==> config.mk <==
export PLATFORM = sky130hd
export DESIGN_NAME = seq_detect_prog
export DESIGN_NICKNAME = d
export VERILOG_FILES = /design/src/rtl/seq_detect_pkg.sv /design/src/rtl/sat_counter.sv /design/src/rtl/seq_detect_prog.sv
export SDC_FILE = /design/constraint.sdc
export NUM_CORES = 1
export LEC_CHECK = 0
export CORE_UTILIZATION = 55
export CTS_CLUSTER_DIAMETER = 80
export DETAILED_ROUTE_END_ITERATION = 7
export PLACE_DENSITY = 0.79
export SLEW_MARGIN = 10
export SYNTH_ARGS = -nofsm -noshare
export SYNTH_HDL_FRONTEND = slang
export SYNTH_SLANG_ARGS = --single-unit
==> constraint.sdc <==
create_clock -name clk -period 5.9 [get_ports clk]
set_input_delay 0.59 -clock clk [delete_from_list [all_inputs] [get_ports clk]]
set_output_delay 0.59 -clock clk [all_outputs]
set_load 0.01 [all_outputs]
==> src/rtl/seq_detect_pkg.sv <==
// seq_detect_pkg: shared defaults, width helper and shadow-config type for seq_detect_prog
package seq_detect_pkg;
  localparam int MAX_LEN_DEF = 8;
  localparam int CNT_W_DEF = 8;
  localparam int CFG_PAT_W = 64;
  localparam int CFG_LEN_W = 7;
  function automatic int len_w(input int max_len);
    return $clog2(max_len + 1);
  endfunction
  // Sized for the largest supported MAX_LEN; unused upper bits load as zero
  typedef struct packed {
    logic [CFG_PAT_W-1:0] pattern;
    logic [CFG_LEN_W-1:0] len;
    logic                 overlap;
  } cfg_t;
endpackage

==> src/rtl/sat_counter.sv <==
// sat_counter: W-bit up counter with synchronous clear that sticks at all-ones
module sat_counter #(
  parameter int W = 8
) (
  input  logic         clk,
  input  logic         reset,
  input  logic         inc,
  input  logic         clr,
  output logic [W-1:0] count
);
  logic [W-1:0] r_count;
  always_ff @(posedge clk or negedge reset)
    if (!reset) r_count <= '0;
    else if (clr) r_count <= '0;
    else if (inc && r_count != '1) r_count <= r_count + 1'b1;
  assign count = r_count;
endmodule

==> src/rtl/seq_detect_prog.sv <==
// seq_detect_prog: runtime-programmable serial pattern detector with saturating match count
module seq_detect_prog
  import seq_detect_pkg::*;
#(
  parameter int MAX_LEN = MAX_LEN_DEF,
  parameter int CNT_W = CNT_W_DEF,
  localparam int LEN_W = len_w(MAX_LEN)
) (
  input  logic               clk,
  input  logic               reset,
  input  logic               inp_bit,
  input  logic               inp_valid,
  input  logic [MAX_LEN-1:0] cfg_pattern,
  input  logic [LEN_W-1:0]   cfg_len,
  input  logic               cfg_overlap,
  input  logic               cfg_load,
  input  logic               clr_count,
  output logic               seq_seen,
  output logic [CNT_W-1:0]   match_count
);
  cfg_t               r_cfg;
  logic [MAX_LEN-1:0] r_hist;
  logic [LEN_W-1:0]   r_fill;
  logic               r_seen;
  logic [MAX_LEN-1:0] w_hist_next;
  logic [LEN_W-1:0]   w_fill_next;
  logic [LEN_W-1:0]   w_len_clamp;
  logic [CFG_PAT_W-1:0] w_mask;
  logic               w_len_ok;
  logic               w_hit;
  logic               w_match;

  assign w_hist_next = {r_hist[MAX_LEN-2:0], inp_bit};
  assign w_fill_next = (r_fill == LEN_W'(MAX_LEN)) ? r_fill : r_fill + 1'b1;
  assign w_len_clamp = (cfg_len > LEN_W'(MAX_LEN)) ? LEN_W'(MAX_LEN) : cfg_len;
  // Only the low len bits of the shifted history take part in the compare
  assign w_mask = (CFG_PAT_W'(1) << r_cfg.len) - CFG_PAT_W'(1);
  assign w_len_ok = (r_cfg.len != '0) && (CFG_LEN_W'(w_fill_next) >= r_cfg.len);
  assign w_hit = ((CFG_PAT_W'(w_hist_next) ^ r_cfg.pattern) & w_mask) == '0;
  assign w_match = inp_valid & ~cfg_load & w_len_ok & w_hit;

  always_ff @(posedge clk or negedge reset)
    if (!reset) begin
      r_cfg  <= '0;
      r_hist <= '0;
      r_fill <= '0;
      r_seen <= 1'b0;
    end else if (cfg_load) begin
      r_cfg  <= '{pattern: CFG_PAT_W'(cfg_pattern), len: CFG_LEN_W'(w_len_clamp), overlap: cfg_overlap};
      r_hist <= '0;
      r_fill <= '0;
      r_seen <= 1'b0;
    end else if (inp_valid) begin
      r_hist <= w_hist_next;
      r_fill <= (w_match && !r_cfg.overlap) ? '0 : w_fill_next;
      r_seen <= w_match;
    end else begin
      r_seen <= 1'b0;
    end

  sat_counter #(.W(CNT_W)) u_cnt (
    .clk  (clk),
    .reset(reset),
    .inc  (w_match),
    .clr  (clr_count),
    .count(match_count)
  );

  assign seq_seen = r_seen;
endmodule

Word level (Yosys, flattened, before mapping)
Cells that the tools add are included.
{ "word_totals": {"input_bits": 19, "register_bits": 33} }
{ "classes": {"add_sub_neg": 3, "shifts": 1, "eq_ne": 2, "n_mux": 11, "magnitude_cmp": 2, "reduce_logical": 8, "n_bitwise": 6} }
{ "op_table": {"columns": ["op", "count"], "rows": [
  ["8-bit by 64-bit bitwise AND with 64-bit output", 1],
  ["64-bit logical NOT", 1],
  ["1-bit by 4-bit left shift with 64-bit output, first input constant", 1],
  ["64-bit by 2-bit subtractor with 64-bit output, second input constant", 1],
  ["4-bit two-way mux", 5],
  ["8-bit two-way mux", 2],
  ["7-bit two-way mux", 2],
  ["8-bit by 1-bit adder with 8-bit output, second input constant", 1],
  ["8-bit inequality test, second input constant", 1],
  ["8-bit XOR", 1],
  ["7-bit nonzero test", 1],
  ["4-bit by 1-bit adder with 4-bit output, second input constant", 1],
  ["4-bit == test, second input constant", 1],
  ["4-bit >= comparator", 1],
  ["4-bit > comparator, second input constant", 1],
  ["2-bit nonzero test", 2],
  ["1-bit bitwise AND", 3],
  ["1-bit logical AND", 3],
  ["1-bit two-way mux", 2],
  ["1-bit logical NOT", 1],
  ["1-bit NOT", 1]
]} }

Logic depth before layout (Yosys ltp)
{ "depth": {"ltp_word": 10, "depth_mapped": 13, "ltp_nobuf": 13} }

Hierarchy
A second synthesis with hierarchy kept.
{ "unflattened": {"cells_unflattened": 186, "hier_area_um2": 1871.8} }
{ "modules_own_cells": {"columns": ["module", "cells_each", "n_inst", "area_each_um2"], "rows": [
  ["seq_detect_prog", 137, 1, 1407.6],
  ["sat_counter", 49, 1, 464.2]
]} }

Least setup slack after synthesis
No wires, ideal clock.
{ "synth_path": {"path_type": "register to register", "start": "register r_cfg[4] (netlist bit)", "end": "register u_cnt.r_count[0] (netlist: u_cnt.count[0])", "path_buffers": 2, "stages_incl_launch_ff": 10, "synth_period_minus_slack_ns": 2.621, "arrival_time_ns": 2.497, "setup_slack_ns": 3.279, "path_cell_list": "dfrtp_1 buf_4 or4_1 ha_1 nor2_1 nor4_1 nand4_1 buf_2 a41oi_1 mux2_2"} }
{ "synth_via": {"elab_chain_cells": 7} }
{ "synth_rtl": {"columns": ["element", "line", "source"], "rows": [
  ["start: declaration", "seq_detect_prog.sv:21", "cfg_t r_cfg;"],
  ["start signal: assignment", "seq_detect_prog.sv:49", "r_cfg <= '{pattern: CFG_PAT_W'(cfg_pattern), len: CFG_LEN_W'(w_len_clamp), overlap: cfg_overlap};"],
  ["1-bit by 4-bit left shift with 64-bit output", "seq_detect_prog.sv:37", "assign w_mask = (CFG_PAT_W'(1) << r_cfg.len) - CFG_PAT_W'(1);"],
  ["64-bit by 2-bit subtractor with 64-bit output", "seq_detect_prog.sv:37", null],
  ["8-bit by 64-bit bitwise AND with 64-bit output", "seq_detect_prog.sv:39", "assign w_hit = ((CFG_PAT_W'(w_hist_next) ^ r_cfg.pattern) & w_mask) == '0;"],
  ["64-bit logical NOT", "seq_detect_prog.sv:39", null],
  ["1-bit bitwise AND *", "seq_detect_prog.sv:40", "assign w_match = inp_valid & ~cfg_load & w_len_ok & w_hit;"],
  ["1-bit logical AND *", "sat_counter.sv:15", "else if (inc && r_count != '1) r_count <= r_count + 1'b1;"],
  ["2-bit nonzero test (no line) *", null, null],
  ["end signal: assignment", "sat_counter.sv:15", null],
  ["end: declaration", "sat_counter.sv:11", "logic [W-1:0] r_count;"]
]} }
Every way passes the cells marked *; elsewhere a longest branch is shown, timed or not.
A chain may end at the register's enable or synchronous reset.

Final worst setup path
{ "layout_path": {"start": "register r_fill[0]", "end": "register u_cnt.r_count[6] (netlist: u_cnt.count[6])"} }
{ "layout_via": {"elab_chain_cells": 8} }
{ "layout_rtl": {"columns": ["element", "line", "source"], "rows": [
  ["start: declaration", "seq_detect_prog.sv:23", "logic [LEN_W-1:0] r_fill;"],
  ["start signal: assignment", "seq_detect_prog.sv:55", "r_fill <= (w_match && !r_cfg.overlap) ? '0 : w_fill_next;"],
  ["4-bit by 1-bit adder with 4-bit output / 4-bit == test (equally long branches)", "seq_detect_prog.sv:34", "assign w_fill_next = (r_fill == LEN_W'(MAX_LEN)) ? r_fill : r_fill + 1'b1;"],
  ["4-bit two-way mux *", "seq_detect_prog.sv:34", null],
  ["4-bit >= comparator *", "seq_detect_prog.sv:38", "assign w_len_ok = (r_cfg.len != '0) && (CFG_LEN_W'(w_fill_next) >= r_cfg.len);"],
  ["1-bit logical AND *", "seq_detect_prog.sv:38", null],
  ["1-bit bitwise AND * (2 in a row)", "seq_detect_prog.sv:40", null],
  ["1-bit logical AND *", "sat_counter.sv:15", null],
  ["2-bit nonzero test (no line) *", null, null]
]} }
Marked as above.

==> impl_metrics.tcl <==
set metrics [dict create \
    drc_errors 0 \
    postCtsSetupRepairBufs 0 \
    die_w_um 60.50 \
    dp.cells 247 \
    drt.antenna.violating_nets 0 \
    core_region_area_um2 3153 \
    cts_root_buf "clkbuf_4" \
    ioPinCount 28 \
    nets 237 \
    synth-seq-cells 33 \
    finalSetupTns_ns 0 \
    async_flop_share 1.000 \
    synth_area_um2 1882 \
    numPortBuffers 27 \
    yosysMostFrequentCell "dfrtp_1" \
    post-place-ws_ns 2.400 \
    synthTopCellsByCount "dfrtp_1, nor2_1, mux2_2" \
    avgSynthCellArea_um2 10.23 \
    slew_headroom 0.5946 \
    crit_fanout 11 \
    cts_tree "yes" \
    clk-insertion-delay-late_ns 0.35 \
    die_area_um2 3660 \
    drive_gt1_frac 0.1137 \
    synth_cells 184 \
    dpl.hpwl_um 2841 \
    postLayoutCellArea_um2 2245 \
    first_pass_iters 4 \
    critical_path_class "flop to flop" \
    wl_um 3827 \
    synthTopCellsByArea "dfrtp_1, mux2_2, ha_1" \
    n_antenna_cell 0 \
    startpoint_type "flop" \
    slew_violations 0 \
    final_util 0.7119 \
    cts_buffers 5 \
    leakagePower_nw 0.9727 \
    placed_cell_area_um2 2161 \
    cts_sinks 33 \
    finalSetupViolations 0 \
    power_density_nw_per_um2 225.7 \
    holdWs_ns 0.5502 \
    avgRoutedWirePerCell_um 15.01 \
    grt_pass1_wl_um 6686 \
    finalNonFillerCells 255 \
    post-route-min-period_ns 3.165 \
    start_util 0.5968 \
    cts.repair.resized 0 \
    clockBufferDepth 2 \
    area_growth_pct 19.28 \
    maxCapViolations 0 \
    fmaxAchievable_mhz 316.0 \
    cp-end-kind "flop" \
    ir_worst_vdd_mv 0.2080 \
    hp-class "flop to flop" \
    grt_max_degree 34 \
    htree_levels 2 \
    antenna_found_initial 0 \
    clock_skew_ns 0.008034 \
    vias 1488 \
    synth.largest_area_cell "dfrtp_1" \
    rsz0062_at_grt "false" \
    viasPerCell 5.835 \
    yosysUniqueCellTypes 43 \
    fin_ws_ns 2.735 \
    final_hold_viol_count 0 \
    num_rows 20 \
    timing.final.crit_share 0.5364 \
    clkTransAtPathRegs_ns 0.11 \
    synthFlopType "dfrtp_1" \
    postCtsHoldBufs 0 \
    drt_iter0_markers 88 \
    status "finished, final reports clean" \
    syn-num-nets 211 \
    grt_usage 0.2511 \
    ys_warn_count 0 \
    die_h_um 60.50 \
    synth_top_area_frac 0.4388 \
    gp_congestion 0.8292 \
    grt_pass1_vias 1467 \
    ys_seq_area_frac 0.4388 \
    worst_pin_slew_ns 0.6062 \
    grt.overflow.total 0 \
    p_total_mw 0.5067 \
    synth_edf_count 0 \
    fillerInstances 258 \
    critical_path_required_ns 6.14 \
    crit_arrival_ns 3.40 \
]
==> cell usage in the layout (no fill, tap or decap), types with 3 or more instances in the layout <==
cell | Yosys | routed
clkdlybuf4s50_1 | 0 | 27
or4_1 | 3 | 3
dfrtp_1 | 33 | 33
inv_1 | 9 | 9
mux2i_1 | 8 | 8
nor3b_1 | 3 | 3
o21ai_0 | 8 | 8
and3_1 | 4 | 4
nor2_1 | 14 | 14
nand2_1 | 9 | 9
mux2_2 | 12 | 12
o31ai_1 | 3 | 3
ha_1 | 8 | 8
xor2_1 | 5 | 5
clkbuf_4 | 0 | 5
nand3_1 | 9 | 9
nor2b_1 | 6 | 6
xnor2_1 | 5 | 5
a21oi_1 | 6 | 6
nand2b_1 | 3 | 3
==> worst max-delay path, cell delays in order, from the launching register on <==
cell       delay, ns
dfrtp_1         0.45
inv_1           0.13
ha_1            0.15
nand2_1         0.07
nor2_1          0.21
xnor2_1         0.15
ha_1            0.24
nand2b_1        0.15
a2111oi_0       0.46
nor4_1          0.10
nand4_1         0.33
inv_1           0.17
and3_1          0.19
mux2_2          0.27
==> flip-flops by register name (all words and copies together), names as in the netlist <==
register	cells
r_cfg	13
u_cnt.count	8
r_hist	7
r_fill	4
seq_seen	1
==> metal layers <==
metal | part of all wire | vias up | global-route usage
met4 | 0.019 | 0 | 0.1006
met5 | 0 | - | 0
met2 | 0.50 | 40 | 0.4050
met3 | 0.040 | 8 | 0.05757
li1 | - | 710 | -
met1 | 0.44 | 730 | 0.3296
==> final cells by class <==
| class | instances | area [µm²] | share of cell area |
|---|---|---|---|
| multi-input combinational | 132 | 960.9 | 0.4281 |
| inverter | 9 | 33.78 | 0.01505 |
| clock inverter | 3 | 46.29 | 0.02062 |
| clock buffer | 5 | 37.54 | 0.01672 |
| tap | 44 | 55.05 | 0.02453 |
| sequential | 33 | 825.8 | 0.3679 |
| timing repair buffer | 29 | 285.3 | 0.1271 |
==> final timing paths <==
path,slack (ns),start,cells after the start,to
min reg2reg,0.55,r_cfg[14]$_DFFE_PN0P_,1,r_cfg[14]$_DFFE_PN0P_
max in group asynchronous,4.97,reset,2,u_cnt.count[0]$_DFFE_PN0P_
min in group asynchronous,0.63,reset,2,r_cfg[1]$_DFFE_PN0P_
min,0.55,r_cfg[14]$_DFFE_PN0P_,1,r_cfg[14]$_DFFE_PN0P_
max,2.74,r_fill[0]$_DFFE_PN0P_,13,u_cnt.count[6]$_DFFE_PN0P_
max reg2reg,2.74,r_fill[0]$_DFFE_PN0P_,13,u_cnt.count[6]$_DFFE_PN0P_
==> logic make-up after synthesis <==
| family | count (synthesis) | synth area share |
|---|---|---|
| simple gates | 60 | 0.1722 |
| mux | 20 | 0.1144 |
| fa+ha+maj | 8 | 0.05319 |
| compound gates | 34 | 0.1243 |
| flops | 33 | 0.4388 |
| buf+inv | 19 | 0.05053 |
| xor+xnor | 10 | 0.04654 |
==> report_power, final <==
| part | leakage, nW | switching (mW) | internal, mW |
|---|---|---|---|
| Clock | 0.0414 | 0.0862 | 0.0897 |
| Combinational | 0.498 | 0.0381 | 0.0411 |
| Sequential | 0.433 | 0.0143 | 0.237 |
| Total | 0.973 | 0.139 | 0.368 |
(Power assumes the default switching activity.)
